===== src/rtl/lif_pkg.sv =====
// Shared types, reset constants and arithmetic helpers for the LIF neuron scheduler.
package lif_pkg;

    localparam int DEF_W         = 8;
    localparam int DEF_N_NEURONS = 8;
    localparam int BETA_W        = 4;
    localparam int BETA_FRAC     = 4;
    localparam int RST_THRESHOLD = 127;
    localparam int RST_BETA      = 8;

    typedef enum logic [1:0] {
        IDLE,
        FETCH,
        EMIT,
        FIN
    } fsm_t;

    // Unsigned add clamped to the largest w-bit value; w must stay below 32.
    function automatic logic [31:0] sat_add(
        input logic [31:0] a,
        input logic [31:0] b,
        input int          w
    );
        logic [32:0] sum;
        logic [32:0] max_val;
        sum     = {1'b0, a} + {1'b0, b};
        max_val = (33'd1 << w) - 33'd1;
        return (sum > max_val) ? max_val[31:0] : sum[31:0];
    endfunction

endpackage


===== src/rtl/lif_update.sv =====
// Combinational leaky-integrate-and-fire step: decides firing and computes the next membrane value.
module lif_update
    import lif_pkg::*;
#(
    parameter int W = DEF_W
) (
    input  logic [W-1:0]      s,
    input  logic [W-1:0]      cur,
    input  logic [W-1:0]      threshold,
    input  logic [BETA_W-1:0] beta,
    output logic [W-1:0]      nxt,
    output logic              fire
);

    logic [W+BETA_W-1:0] w_prod;
    logic [W-1:0]        w_leak;
    logic [W-1:0]        w_leak_sel;

    // beta is Q0.4, so the retained leak is the product with its fraction bits dropped.
    assign w_prod     = (W+BETA_W)'(s) * (W+BETA_W)'(beta);
    assign w_leak     = W'(w_prod >> BETA_FRAC);
    assign fire       = (s >= threshold);
    assign w_leak_sel = fire ? '0 : w_leak;
    assign nxt        = W'(sat_add(32'(cur), 32'(w_leak_sel), W));

endmodule


===== src/rtl/lif_scheduler.sv =====
// Walks N neurons per timestep through one shared LIF datapath, streaming currents in and spikes out.
module lif_scheduler
    import lif_pkg::*;
#(
    parameter int N_NEURONS = DEF_N_NEURONS,
    parameter int W         = DEF_W,
    parameter int IDX_W     = $clog2(N_NEURONS)
) (
    input  logic             clk,
    input  logic             rst,
    input  logic             start,
    input  logic             cfg_we,
    input  logic             cfg_sel,
    input  logic [W-1:0]     cfg_data,
    input  logic [W-1:0]     cur_data,
    input  logic             cur_valid,
    output logic             cur_ready,
    output logic [IDX_W-1:0] cur_idx,
    output logic             spk_valid,
    input  logic             spk_ready,
    output logic [IDX_W-1:0] spk_id,
    output logic             busy,
    output logic             done,
    output logic [15:0]      tstep
);

    localparam logic [IDX_W-1:0] LAST_IDX = IDX_W'(N_NEURONS - 1);

    fsm_t              r_fsm;
    fsm_t              w_fsm_nxt;
    logic [IDX_W-1:0]  r_idx;
    logic [IDX_W-1:0]  w_idx_nxt;
    logic [IDX_W-1:0]  r_spk_id;
    logic [W-1:0]      r_threshold;
    logic [BETA_W-1:0] r_beta;
    logic [15:0]       r_tstep;
    logic [W-1:0]      r_state [N_NEURONS];

    logic [W-1:0]      w_s;
    logic [W-1:0]      w_nxt;
    logic              w_fire;
    logic              w_cur_hs;
    logic              w_cfg_wr;

    assign w_s      = r_state[r_idx];
    assign w_cur_hs = (r_fsm == FETCH) && cur_valid;
    assign w_cfg_wr = (r_fsm == IDLE) && cfg_we;

    lif_update #(
        .W(W)
    ) u_update (
        .s         (w_s),
        .cur       (cur_data),
        .threshold (r_threshold),
        .beta      (r_beta),
        .nxt       (w_nxt),
        .fire      (w_fire)
    );

    // NOTE: every output of this block is assigned a default first, so no path leaves one unassigned and no latch is inferred.
    always_comb begin
        w_fsm_nxt = r_fsm;
        w_idx_nxt = r_idx;
        cur_ready = 1'b0;
        spk_valid = 1'b0;
        done      = 1'b0;
        busy      = 1'b1;
        case (r_fsm)
            IDLE: begin
                busy = 1'b0;
                if (start) begin
                    w_fsm_nxt = FETCH;
                    w_idx_nxt = '0;
                end
            end
            FETCH: begin
                cur_ready = 1'b1;
                if (cur_valid) begin
                    if (w_fire) begin
                        w_fsm_nxt = EMIT;
                    end else if (r_idx == LAST_IDX) begin
                        w_fsm_nxt = FIN;
                    end else begin
                        w_idx_nxt = r_idx + 1'b1;
                    end
                end
            end
            EMIT: begin
                spk_valid = 1'b1;
                if (spk_ready) begin
                    if (r_idx == LAST_IDX) begin
                        w_fsm_nxt = FIN;
                    end else begin
                        w_fsm_nxt = FETCH;
                        w_idx_nxt = r_idx + 1'b1;
                    end
                end
            end
            FIN: begin
                done      = 1'b1;
                w_fsm_nxt = IDLE;
            end
            default: begin
                w_fsm_nxt = IDLE;
            end
        endcase
    end

    // NOTE: sequential state uses non-blocking assignments so every register samples pre-edge values.
    always_ff @(posedge clk) begin
        if (rst) begin
            r_fsm    <= IDLE;
            r_idx    <= '0;
            r_spk_id <= '0;
            r_tstep  <= '0;
        end else begin
            r_fsm <= w_fsm_nxt;
            r_idx <= w_idx_nxt;
            if (w_cur_hs && w_fire) begin
                r_spk_id <= r_idx;
            end
            if (r_fsm == FIN) begin
                r_tstep <= r_tstep + 16'd1;
            end
        end
    end

    // Config is only writable between timesteps, so a running timestep never sees it change.
    always_ff @(posedge clk) begin
        if (rst) begin
            r_threshold <= W'(RST_THRESHOLD);
            r_beta      <= BETA_W'(RST_BETA);
        end else if (w_cfg_wr) begin
            if (cfg_sel) begin
                r_beta <= cfg_data[BETA_W-1:0];
            end else begin
                r_threshold <= cfg_data;
            end
        end
    end

    // NOTE: the membrane file is reset entry by entry, so it maps to flops rather than a reset-less RAM.
    always_ff @(posedge clk) begin
        if (rst) begin
            for (int i = 0; i < N_NEURONS; i++) begin
                r_state[i] <= '0;
            end
        end else if (w_cur_hs) begin
            r_state[r_idx] <= w_nxt;
        end
    end

    assign cur_idx = r_idx;
    assign spk_id  = r_spk_id;
    assign tstep   = r_tstep;

endmodule


===== config.mk =====
export PLATFORM = sky130hd
export DESIGN_NAME = lif_scheduler
export DESIGN_NICKNAME = d
export VERILOG_FILES = /design/src/rtl/lif_pkg.sv /design/src/rtl/lif_update.sv /design/src/rtl/lif_scheduler.sv
export SDC_FILE = /design/constraint.sdc
export NUM_CORES = 1
export LEC_CHECK = 0
export ABC_CLOCK_PERIOD_IN_PS = 15800
export CAP_MARGIN = 40
export CORE_MARGIN = 1
export CORE_UTILIZATION = 33
export CTS_CLUSTER_SIZE = 24
export DETAILED_ROUTE_END_ITERATION = 7
export PLACE_DENSITY_LB_ADDON = 0.12
export SKIP_LAST_GASP = 1
export SLEW_MARGIN = 20
export SYNTH_ARGS = -nofsm -noshare
export SYNTH_HDL_FRONTEND = slang
export SYNTH_SLANG_ARGS = --single-unit

===== constraint.sdc =====
create_clock -name clk -period 15.8 [get_ports clk]
set_input_delay 1.58 -clock clk [delete_from_list [all_inputs] [get_ports clk]]
set_output_delay 1.58 -clock clk [all_outputs]
set_load 0.03 [all_outputs]

==> summary.txt <==
Clocking
  • H-tree levels: 3
  • Num CTS Buffers: 9
  • Max Root-Sink Buffers: 2
  • CTS tree: built
  • Post-CTS setup buffers: 0
  • Worst skew pair latency: 0.35 ns
  • Post-CTS sizing: 0
  • Sink Count: 103
  • Hold_buf cts: 0
  • CTS root buf: clkbuf_16
  • Worst-path clk slew: 0.07 ns

Synth
  • Synth cell types: 54
  • Sequential area share after synthesis: 0.459
  • Post-synth ARST share: 0
  • Synthesis Warnings: 0
  • Mapped Nets: 630
  • Mapped Cells: 558
  • Avg Synthesized Cell Area: 10.6 µm²
  • Mapped Area: 0.00589 mm²
  • Ys flop type: edfxtp_1
  • EDFF count, synth: 64
  • Seq cells post-synth: 103

Critical path
  • Reg2reg end: r_state[4][6]
  • R2R Setup Slk: 9.42 ns
  • Crit path launch type: flip-flop
  • Cell family with most CP delay: adder cells
  • Crit path DAT: 6.45 ns
  • Crit path required time: 15.87 ns
  • Worst setup path end: r_state[4][6]
  • CP Buf/Inv Count: 3
  • CP peak stage delay: 0.61 ns
  • Critical path capture point type: flip-flop
  • CP Max Fanout: 10
  • Reg2Reg Depth: 21
  • Worst-path cell chain: buf_8 -> mux4_2 -> mux2_4 -> and2_1 -> fa_1 -> inv_1 -> fa_1 -> inv_1 -> ha_1 -> a21o_1 -> a21o_1 -> nor3_1 -> a21oi_1 -> xnor2_1 -> nor2_1 -> ha_1 -> or4_1 -> a21oi_2 -> o21bai_1 -> mux2i_1 -> nor2_1
  • Crit Path Category: reg2reg
  • WP depth: 21
  • CP max stage cell: dfxtp_1

Floorplanning
  • Die Wd: 136 µm
  • CORE AREA: 0.0174 mm²
  • Row count: 48
  • Die area: 0.0184 mm²
  • Initial Util: 0.339
  • # IOs: 49
  • DIE HEIGHT: 136 µm

Routing
  • TritonRoute pass-1 iters: 4
  • Via Count: 4214
  • Starting DRT DRC Count: 246
  • Routed vias/inst: 5.05
  • Wire per inst: 17.0 µm
  • Drt drc: 0
  • Final wirelength: 14.2 mm
  • Routed Antenna Nets: 0

Layout
  • Area occupied by multi-input gates: 0.00297 mm²
  • N_diodes: 0
  • Fraction of final layout cells sized beyond drive strength 1: 0.0854
  • Area grow syn2layout: 17.6%
  • Final layout net count: 676
  • FILL cells: 1675
  • Post-route cell area: 0.00692 mm²
  • Reg area: 0.00270 mm²

Global route
  • Most used routing layer: met2
  • Largest net degree at the start of global routing: 31
  • Remaining Overflow, GRT: 0
  • Total track usage: 0.165
  • Initial antenna violation count: 0
  • Met2 Track Usage GR: 0.285
  • First-pass GRT wire length: 22.8 mm
  • Vias in the first global route: 4247
  • Met3 Usage GRT: 0.0344
  • Met1 Track Usage GR: 0.208

STA
  • Clock Skew: 0.0130 ns
  • Actual slew at the worst max-slew pin: 0.844 ns
  • Period Utilization, post-route: 0.404
  • Fmax: 157 MHz
  • RSZ-0062 raised after global routing: false
  • Final Setup Violations: 0
  • Rel. slew slack: 0.435
  • Fin. Hold Viols: 0
  • Setup TNS: 0 ns
  • Pins Over Slew Limit: 0
  • Tmin final: 6.38 ns

Power
  • P_leak: 2.79 nW
  • Final Power: 0.000924 W
  • Pwr Density: 133 mW/mm²
  • Worst ir drop on vdd: 0.0601 mV

Job
  • Max Cap Viol: 0

Place
  • Dpl cell area: 0.00662 mm²
  • Gpl congestion: 0.786
  • Hpwl dp: 10.4 mm
  • PortBufs: 48

Hold path
  • Worst Hold Depth: 2
  • Tightest Hold Check Type: reg2reg

Outcome
  • Outcome: finished, final reports clean
==> worst min-delay path: stages (launching register included) <==
cell and delay [ns]:
dfxtp_1 0.31, nand2_1 0.05, a21oi_1 0.05
==> placed cells by master (no fill, tap or decap), drive strengths merged, types with 9 or more instances in the layout <==
| cell type | instances |
|---|---|
| xor2 | 10 |
| nor3 | 13 |
| a21o | 11 |
| edfxtp | 64 |
| a21oi | 22 |
| mux2i | 16 |
| xnor2 | 9 |
| clkbuf | 11 |
| clkdlybuf4s50 | 48 |
| nor2b | 21 |
| dfxtp | 39 |
| inv | 42 |
| nand2 | 50 |
| fa | 12 |
| nor2 | 102 |
| mux4 | 16 |
| ha | 37 |
==> logic make-up after synthesis <==
| group | after synthesis | share of synthesized area |
|---|---|---|
| adder cells (fa/ha/maj) | 49 | 0.119 |
| XOR/XNOR | 19 | 0.0283 |
| buffers and inverters | 56 | 0.0374 |
| multiplexers | 34 | 0.0935 |
| flip-flops | 103 | 0.459 |
| AO/OA/AOI/OAI | 73 | 0.0867 |
| AND/OR/NAND/NOR | 224 | 0.176 |
==> layout make-up <==
class                           instances  area share
Clock inverter                          5     0.00687
Timing Repair Buffer                   52      0.0759
Clock buffer                           11      0.0367
Sequential cell                       103       0.390
Tap cell                              225      0.0407
Inverter                               39      0.0211
Multi-Input combinational cell        399       0.428
==> state kept, by name, indices dropped and copies added, names as in the netlist, named ones only <==
| name | flops |
|---|---|
| r_state | 64 |
| r_threshold | 8 |
| r_beta | 4 |
| cur_idx | 3 |
| spk_id | 3 |
| r_fsm | 2 |
| tstep | 16 |
==> how the worst min path moves through the flow <==
stage / from / endpoint
CTS: r_threshold[7] / r_threshold[7]
finish: r_threshold[7] / r_threshold[7]
detailed placement: r_threshold[7] / r_threshold[7]
global route: r_threshold[7] / r_threshold[7]
global placement: r_threshold[7] / r_threshold[7]
floorplan: r_threshold[7] / r_threshold[7]
==> Yosys cell counts (2+ instances only) <==
library cell / number / share of area
a21o_1: 11 / 0.014
a21oi_1: 19 / 0.016
a21oi_2: 3 / 0.0045
a31oi_1: 2 / 0.0021
and2_1: 2 / 0.0021
and3_1: 5 / 0.0053
buf_2: 2 / 0.0017
clkbuf_1: 13 / 0.0083
dfxtp_1: 39 / 0.13
edfxtp_1: 64 / 0.33
fa_1: 12 / 0.041
ha_1: 37 / 0.079
inv_1: 38 / 0.024
mux2_4: 2 / 0.0051
mux2i_1: 16 / 0.027
mux4_2: 16 / 0.061
nand2_1: 50 / 0.032
nand2b_1: 2 / 0.0021
nand3_1: 7 / 0.0059
nand4_1: 5 / 0.0053
nor2_1: 102 / 0.065
nor2b_1: 21 / 0.022
nor3_1: 13 / 0.011
nor4_1: 2 / 0.0021
o211ai_1: 6 / 0.0076
o21a_1: 5 / 0.0064
o21ai_0: 7 / 0.0059
o21bai_1: 4 / 0.0051
o221a_2: 2 / 0.0038
o221ai_1: 2 / 0.0030
o32ai_1: 2 / 0.0030
or2_2: 4 / 0.0042
or3_1: 5 / 0.0053
xnor2_1: 9 / 0.013
xor2_1: 10 / 0.015
==> power breakdown <==
group	leakage (nW)	internal (W)	switching, W
logic	1.67	0.000142	0.000241
clock network	0.145	0.000120	0.000106
registers	0.978	0.000303	0.0000137
==> metal layers <==
layer / vias up / share of wire
li1: 2052 / -
met3: 10 / 0.043
met5: - / 0
met1: 2071 / 0.44
met2: 81 / 0.51
met4: 0 / 0.0077
==> stage by stage <==
step	hold slack (ns)	worst slack, ns	utilization	std cells
global route	0.498	9.05	0.399	834
CTS	0.463	9.38	0.399	834
global placement	0.450	9.14	0.379	815
finish	0.462	9.42	0.399	834
detailed placement	0.453	9.43	0.382	818
floorplan	0.436	10.03	-	558
Note: power is estimated with default switching activity, not from simulation.
